**src/rtl/e_gpu_data_mem_bridge.sv**
```systemverilog
`default_nettype none
// ============================================================================
//  Module      : e_gpu_data_mem_bridge
//  Description : OBI slave to single-port fixed-latency SRAM bridge for the
//                e-GPU data-memory master port. Every request is granted in
//                the same cycle. Requests that fall outside the SRAM window
//                are answered with an error response. Exactly one in-order
//                response is returned READ_LATENCY cycles after each grant.
//                A saturating counter tracks errored requests for debug.
//  Ports       : clk_i, rst_i                      clock, sync active-high reset
//                req_i/gnt_o/addr_i/we_i/be_i/wdata_i  OBI request channel
//                rvalid_o/rdata_o/err_o            OBI response channel
//                sram_req_o/we_o/addr_o/be_o/wdata_o, sram_rdata_i  SRAM port
//                err_cnt_o                         saturating error count
//  Revision    : 1.0 - initial release
// ============================================================================
module e_gpu_data_mem_bridge #(
    parameter int                    ADDR_WIDTH    = 32,
    parameter int                    DATA_WIDTH    = 32,
    parameter int                    MEM_SIZE_BYTE = 131072,
    parameter logic [ADDR_WIDTH-1:0] BASE_ADDR     = 32'h0000_0000,
    parameter int                    READ_LATENCY  = 1,
    parameter int                    ERR_CNT_WIDTH = 16,
    localparam int                   AW            = $clog2(MEM_SIZE_BYTE / 4)
) (
    input  logic                     clk_i,
    input  logic                     rst_i,
    input  logic                     req_i,
    output logic                     gnt_o,
    input  logic [ADDR_WIDTH-1:0]    addr_i,
    input  logic                     we_i,
    input  logic [DATA_WIDTH/8-1:0]  be_i,
    input  logic [DATA_WIDTH-1:0]    wdata_i,
    output logic                     rvalid_o,
    output logic [DATA_WIDTH-1:0]    rdata_o,
    output logic                     err_o,
    output logic                     sram_req_o,
    output logic                     sram_we_o,
    output logic [AW-1:0]            sram_addr_o,
    output logic [DATA_WIDTH/8-1:0]  sram_be_o,
    output logic [DATA_WIDTH-1:0]    sram_wdata_o,
    input  logic [DATA_WIDTH-1:0]    sram_rdata_i,
    output logic [ERR_CNT_WIDTH-1:0] err_cnt_o
);

    // One extra bit so the window size itself is representable even when it
    // equals 2**ADDR_WIDTH.
    localparam logic [ADDR_WIDTH:0] c_mem_size = (ADDR_WIDTH + 1)'(MEM_SIZE_BYTE);

    logic                  w_hs;
    logic                  w_in_range;
    logic [ADDR_WIDTH-1:0] w_offset;
    logic                  w_last_valid;
    logic                  w_unused_offset;

    logic [READ_LATENCY-1:0]  r_valid;
    logic [READ_LATENCY-1:0]  r_is_read;
    logic [READ_LATENCY-1:0]  r_err;
    logic [ERR_CNT_WIDTH-1:0] r_err_cnt;

    // No backpressure: any request outside reset is a handshake.
    assign w_hs  = req_i & ~rst_i;
    assign gnt_o = w_hs;

    // Unsigned wrap makes addresses below BASE_ADDR land far out of range.
    assign w_offset   = addr_i - BASE_ADDR;
    assign w_in_range = ({1'b0, w_offset} < c_mem_size);

    // Byte-lane bits and bits above the window are intentionally ignored.
    assign w_unused_offset = ^{w_offset[1:0], w_offset[ADDR_WIDTH-1:AW+2]};

    assign sram_req_o   = w_hs & w_in_range;
    assign sram_we_o    = we_i;
    assign sram_addr_o  = w_offset[AW+1:2];
    assign sram_be_o    = be_i;
    assign sram_wdata_o = wdata_i;

    // Response shift register, aligned with the SRAM read latency so the
    // last stage coincides with the cycle sram_rdata_i is valid.
    always_ff @(posedge clk_i) begin
        if (rst_i) begin
            r_valid   <= '0;
            r_is_read <= '0;
            r_err     <= '0;
        end else begin
            r_valid[0]   <= w_hs;
            r_is_read[0] <= ~we_i;
            r_err[0]     <= w_hs & ~w_in_range;
            for (int i = 1; i < READ_LATENCY; i++) begin
                r_valid[i]   <= r_valid[i-1];
                r_is_read[i] <= r_is_read[i-1];
                r_err[i]     <= r_err[i-1];
            end
        end
    end

    always_ff @(posedge clk_i) begin
        if (rst_i) begin
            r_err_cnt <= '0;
        end else if (w_hs && !w_in_range && !(&r_err_cnt)) begin
            r_err_cnt <= r_err_cnt + 1'b1;
        end
    end

    // Gating with rst_i guarantees that a response reaching the last stage in
    // the reset cycle itself is discarded along with the rest of the flight.
    assign w_last_valid = r_valid[READ_LATENCY-1] & ~rst_i;
    assign rvalid_o     = w_last_valid;
    assign err_o        = w_last_valid & r_err[READ_LATENCY-1];
    assign rdata_o      = (w_last_valid && r_is_read[READ_LATENCY-1] && !r_err[READ_LATENCY-1])
                          ? sram_rdata_i : '0;
    assign err_cnt_o    = r_err_cnt;

endmodule
`default_nettype wire

```
**config.mk**
```make
export PLATFORM = sky130hd
export DESIGN_NAME = e_gpu_data_mem_bridge
export DESIGN_NICKNAME = d
export VERILOG_FILES = /design/src/rtl/e_gpu_data_mem_bridge.sv
export SDC_FILE = /design/constraint.sdc
export NUM_CORES = 1
export LEC_CHECK = 0
export BUFFER_PORTS_ARGS = -buffer_cell sky130_fd_sc_hd__buf_2
export CAP_MARGIN = 10
export CELL_PAD_IN_SITES_DETAIL_PLACEMENT = 1
export CELL_PAD_IN_SITES_GLOBAL_PLACEMENT = 1
export CORE_MARGIN = 5
export CORE_UTILIZATION = 20
export DETAILED_ROUTE_END_ITERATION = 8
export PLACE_DENSITY = 0.81
export SLEW_MARGIN = 20
export SYNTH_ARGS = -nofsm -noshare
export SYNTH_HDL_FRONTEND = slang
export SYNTH_SLANG_ARGS = --single-unit
```
**constraint.sdc**
```tcl
create_clock -name clk_i -period 2.05 [get_ports clk_i]
set_input_delay 0.205 -clock clk_i [delete_from_list [all_inputs] [get_ports clk_i]]
set_output_delay 0.205 -clock clk_i [all_outputs]
set_load 0.02 [all_outputs]
```
### After elaboration in Yosys (flattened, before gate mapping)

Index checks and enable logic that the tools add are counted.
W data, S select, Z words.

| storage, ports and cells | value |
|---|---|
| flip-flop bits (word level) | 19 |
| bits in read-only memories | 0 |
| bits of input ports | 104 |
| memories | 0 |
| bits in latches | 0 |
| memory bits (writable) | 0 |
| output and inout bits | 104 |
| logic and storage cells | 23 |

| operators by class | value |
|---|---|
| reduce and logical (&&, ||, !) cells | 8 |
| add/sub/neg operators | 1 |
| shift operators | 0 |
| bitwise gates (word level) | 8 |
| eq/ne operators | 0 |
| muxes and demuxes | 1 |
| divide/modulo/power cells | 0 |
| order comparisons | 1 |
| $mul | 0 |

Operators with widths:

| cell | count |
|---|---|
| $lt A32 B18 Y1 const B | 1 |
| $mux W32 | 1 |
| $add A16 B1 Y16 const B | 1 |
| $reduce_and A16 Y1 | 1 |
| $and A1 B1 Y1 | 5 |
| $logic_and A1 B1 Y1 | 4 |
| $logic_not A1 Y1 | 3 |
| $not A1 Y1 | 3 |

### Depth between registers and ports, before layout

| depth | value |
|---|---|
| depth after elaboration | 5 |
| depth in mapped cells | 7 |
| mapped depth without buffers | 5 |

### Worst setup path after synthesis

OpenSTA, ideal clock, no wires.

| timing path | value |
|---|---|
| kind | reg-to-reg |
| start | register r_err_cnt[0] (netlist: err_cnt_o[0]) |
| end | register r_err_cnt[7] (netlist: err_cnt_o[7]) |
| setup time | 101 ps |
| buffers on the path | 1 |
| slack | 184 ps |
| period minus slack after synthesis | 1866 ps |
| stages on the path, launching flop included | 7 |
| arrival time | 1765 ps |
| data required time | 1949 ps |
| cell sequence | dfxtp_1 > ha_1 > nand4_2 > nor4_4 > buf_4 > o311ai_0 > o41ai_1 |

| on the way | value |
|---|---|
| longest elaborated chain between the ends | 3 |
| elaborated cells on any way between the ends | 4 |

RTL lines:

| element | line | source |
|---|---|---|
| from (decl) | 59 | `logic [ERR_CNT_WIDTH-1:0] r_err_cnt;` |
| from (signal assigned) | 101 | `r_err_cnt <= r_err_cnt + 1'b1;` |
| branches (longest 3 deep; another with $add A16 B1 Y16) | -- |  |

Several ways; the timed one is not identified.
A chain may end at the register's enable or synchronous reset.

### Final worst setup path

| timing path | value |
|---|---|
| start | register r_err_cnt[0] (netlist: err_cnt_o[0]) |
| end | register r_err_cnt[6] (netlist: err_cnt_o[6]) |

Same word-level chain as after synthesis.

==> impl_metrics.env <==
export IMPL_ir_drop_uv=241
export IMPL_crit_type="flip-flop to flip-flop"
export IMPL_synth_flop_cell="dfxtp_1"
export IMPL_io_pins=208
export IMPL_coreArea_sq_um=8220
export IMPL_fin_crit_sh_pct=91.1
export IMPL_netlist_area_sq_um=1690
export IMPL_port_buffers=103
export IMPL_hp_class="input pin to flip-flop"
export IMPL_ff2ff_path_depth=6
export IMPL_grt_pass1_vias=1719
export IMPL_hold_ws_ns=0.111
export IMPL_cts_tree="done"
export IMPL_grt_overflow=0
export IMPL_worst_ep_required_time_ns=2.21
export IMPL_antenna_found_initial=0
export IMPL_dp_hpwl_mm=4.52
export IMPL_r2r_end="err_cnt_o[6]"
export IMPL_grt_total_usage_pct=9.09
export IMPL_die_area_sq_um=10400
export IMPL_num_antenna_cells=0
export IMPL_endpoint_kind="flip-flop"
export IMPL_via_per_inst=4.55
export IMPL_gp_congestion=0.790
export IMPL_clock_sinks=19
export IMPL_die_h_um=102
export IMPL_crit_buf_inv=1
export IMPL_slew_viol_final=0
export IMPL_hold_viol_final=0
export IMPL_cp_slowest_cell="nor4_4"
export IMPL_rsz0062_at_grt="no"
export IMPL_hold_path_endpoint="r_is_read"
export IMPL_p_per_area_nw_per_um2=387
export IMPL_period_minus_slack_ns=1.87
export IMPL_critPathLaunchType="flip-flop"
export IMPL_grt_pass1_wl_mm=7.80
export IMPL_start_util_pct=20.5
export IMPL_cp_max_fo=13
export IMPL_postCtsSetupRepairBufs=0
export IMPL_tns_ns=0
export IMPL_cts_resized_gates=0
export IMPL_holdPathStages=2
export IMPL_mostFrequentLayoutCell="buf_2"
export IMPL_cts_buffers=3
export IMPL_antenna_left=0
export IMPL_r2r_start="err_cnt_o[0]"
export IMPL_yosysSeqAreaShare_pct=22.5
export IMPL_hp_start="we_i"
export IMPL_syn_inst=208
export IMPL_root_buffer="clkbuf_8"
export IMPL_fmax_ghz=0.536
export IMPL_layout_drive_gt1_share_pct=47.3
export IMPL_cp_data_arrival_time_ns=2.02
export IMPL_critPathTopFamily="simple AND/OR/NAND/NOR gates"
export IMPL_die_width_um=102
export IMPL_synth_seq_cells=19
export IMPL_ys_types=38
export IMPL_ctsHoldBuffers=0
export IMPL_avgSynthCellArea_sq_um=8.11
export IMPL_nets=364
export IMPL_cts_buffer_depth=2
export IMPL_relSlewSlack_pct=68.6
export IMPL_slowest_delay_ns=0.46
export IMPL_layout_common_cells="buf_2, and2_1, dfxtp_1"
export IMPL_first_iter_violations=13
export IMPL_drv_cap=0
export IMPL_num_rows=33
export IMPL_async_flop_share_pct=0
export IMPL_syn_nets=313
export IMPL_clk_latency_ns=0.25
export IMPL_status="completed"
export IMPL_worst_pin_slew_ns=0.467
export IMPL_worstPathCellList="ha_1, nand4_2, nor4_4, buf_4, o311ai_0, o41ai_1"
export IMPL_totalWireLength_mm=5.48
export IMPL_wire_per_inst_um=15.1
export IMPL_cts_clk_slew_worst_paths_ns=0.08
export IMPL_vias=1651
export IMPL_r2r_slack_ns=0.18
export IMPL_setup_violations=0
export IMPL_synth_warnings=0
export IMPL_grt_max_degree=33
export IMPL_area_growth_pct=16.3
export IMPL_h_tree_depth=1
export IMPL_synth_edf_count=0
export IMPL_skew_ns=0.00374
export IMPL_drc=0
export IMPL_leakage_nw=1.01
export IMPL_first_pass_iters=4
## cell families (layout without fill, tap and decap cells)
kind of cell               Yosys count  in the layout  share of synthesized area (%)
AOI/OAI and AO/OA                   21             21                           10.2
adders and majority gates            1              1                          0.741
buffers and inverters               68            118                           28.3
DFF                                 19             19                           22.5
muxes                                6              6                           3.93
and+or+nand+nor                     93             93                           34.2
## how the worst max path moves through the flow
stage / start / endpoint / slack, ns / cells past startpoint
floorplan: err_cnt_o[0] / err_cnt_o[7] / 0.18 / 6
global placement: err_cnt_o[0] / err_cnt_o[3] / 0.30 / 6
detailed placement: err_cnt_o[0] / err_cnt_o[6] / 0.21 / 6
CTS: err_cnt_o[0] / err_cnt_o[6] / 0.19 / 6
global route: err_cnt_o[2] / err_cnt_o[14] / 0.05 / 4
finish: err_cnt_o[0] / err_cnt_o[6] / 0.18 / 6
## sequential cells by signal, indices dropped and copies added, names as in the netlist
signal,flops
err_cnt_o,16
r_err,1
r_is_read,1
r_valid,1
## worst reg2reg max path, stage by stage, from the launching register on
cell and delay [ns]:
dfxtp_1 0.39, ha_1 0.21, nand4_2 0.21, nor4_4 0.46, buf_4 0.26, o311ai_0 0.16
o41ai_1 0.09
## cells in the mapped netlist, types with 2 or more instances
master	n	share of area, %
a21oi_1	4	1.2
and2_1	33	12
and3_1	3	1.1
buf_4	53	24
buf_6	3	2.0
clkbuf_1	4	0.89
dfxtp_1	19	23
inv_1	6	1.3
mux2_1	2	1.3
mux2_2	3	2.0
nand2_1	7	1.6
nand3_1	5	1.5
nand4_1	9	3.3
nor2_1	7	1.6
nor2b_1	6	2.2
nor3_1	3	0.89
nor4_1	8	3.0
o311ai_0	4	2.1
o311ai_1	2	1.0
o31ai_1	2	0.89
o41ai_1	5	2.6
or2_2	2	0.74
or4_1	3	1.3
## layer usage
| layer | track usage, % | wire length [um] | share of wire, % |
|---|---|---|---|
| met1 | 9.09 | 1930 | 35 |
| met2 | 18.3 | 2950 | 54 |
| met3 | 1.71 | 487 | 8.9 |
| met4 | 3.53 | 116 | 2.1 |
| met5 | 0 | 0 | 0 |
## area by class of cell
class,count,area (sq um)
repair buffers,108,553
clock buffers,3,41.3
well taps,105,131
clock inverters,1,5.00
flip-flops and latches,19,380
inverters,6,22.5
multi-input cells,121,830
fillers,1051,6250
## power breakdown
group | switching (mW) | total (mW) | leakage, nW | internal (mW)
combinational | 0.0598 | 0.118 | 0.827 | 0.0578
clock | 0.129 | 0.264 | 0.0255 | 0.135
sequential | 0.00433 | 0.379 | 0.154 | 0.375
## through the flow
| stage | power, mW | instances | util [%] | setup WS, ns | cell area [sq um] |
|---|---|---|---|---|---|
| 6_report | 0.761 | 363 | 23.9 | 0.183 | 1960 |
| 5_1_grt | 0.796 | 363 | 23.9 | 0.0513 | 1960 |
| 4_1_cts | 0.770 | 363 | 23.9 | 0.187 | 1960 |
| 3_5_place_dp | 0.507 | 359 | 23.3 | 0.209 | 1920 |
| 3_3_place_gp | 0.502 | 359 | 23.3 | 0.297 | 1920 |
| 2_1_floorplan | 0.590 | 208 | - | 0.184 | 1690 |
(Power assumes the default switching activity.)
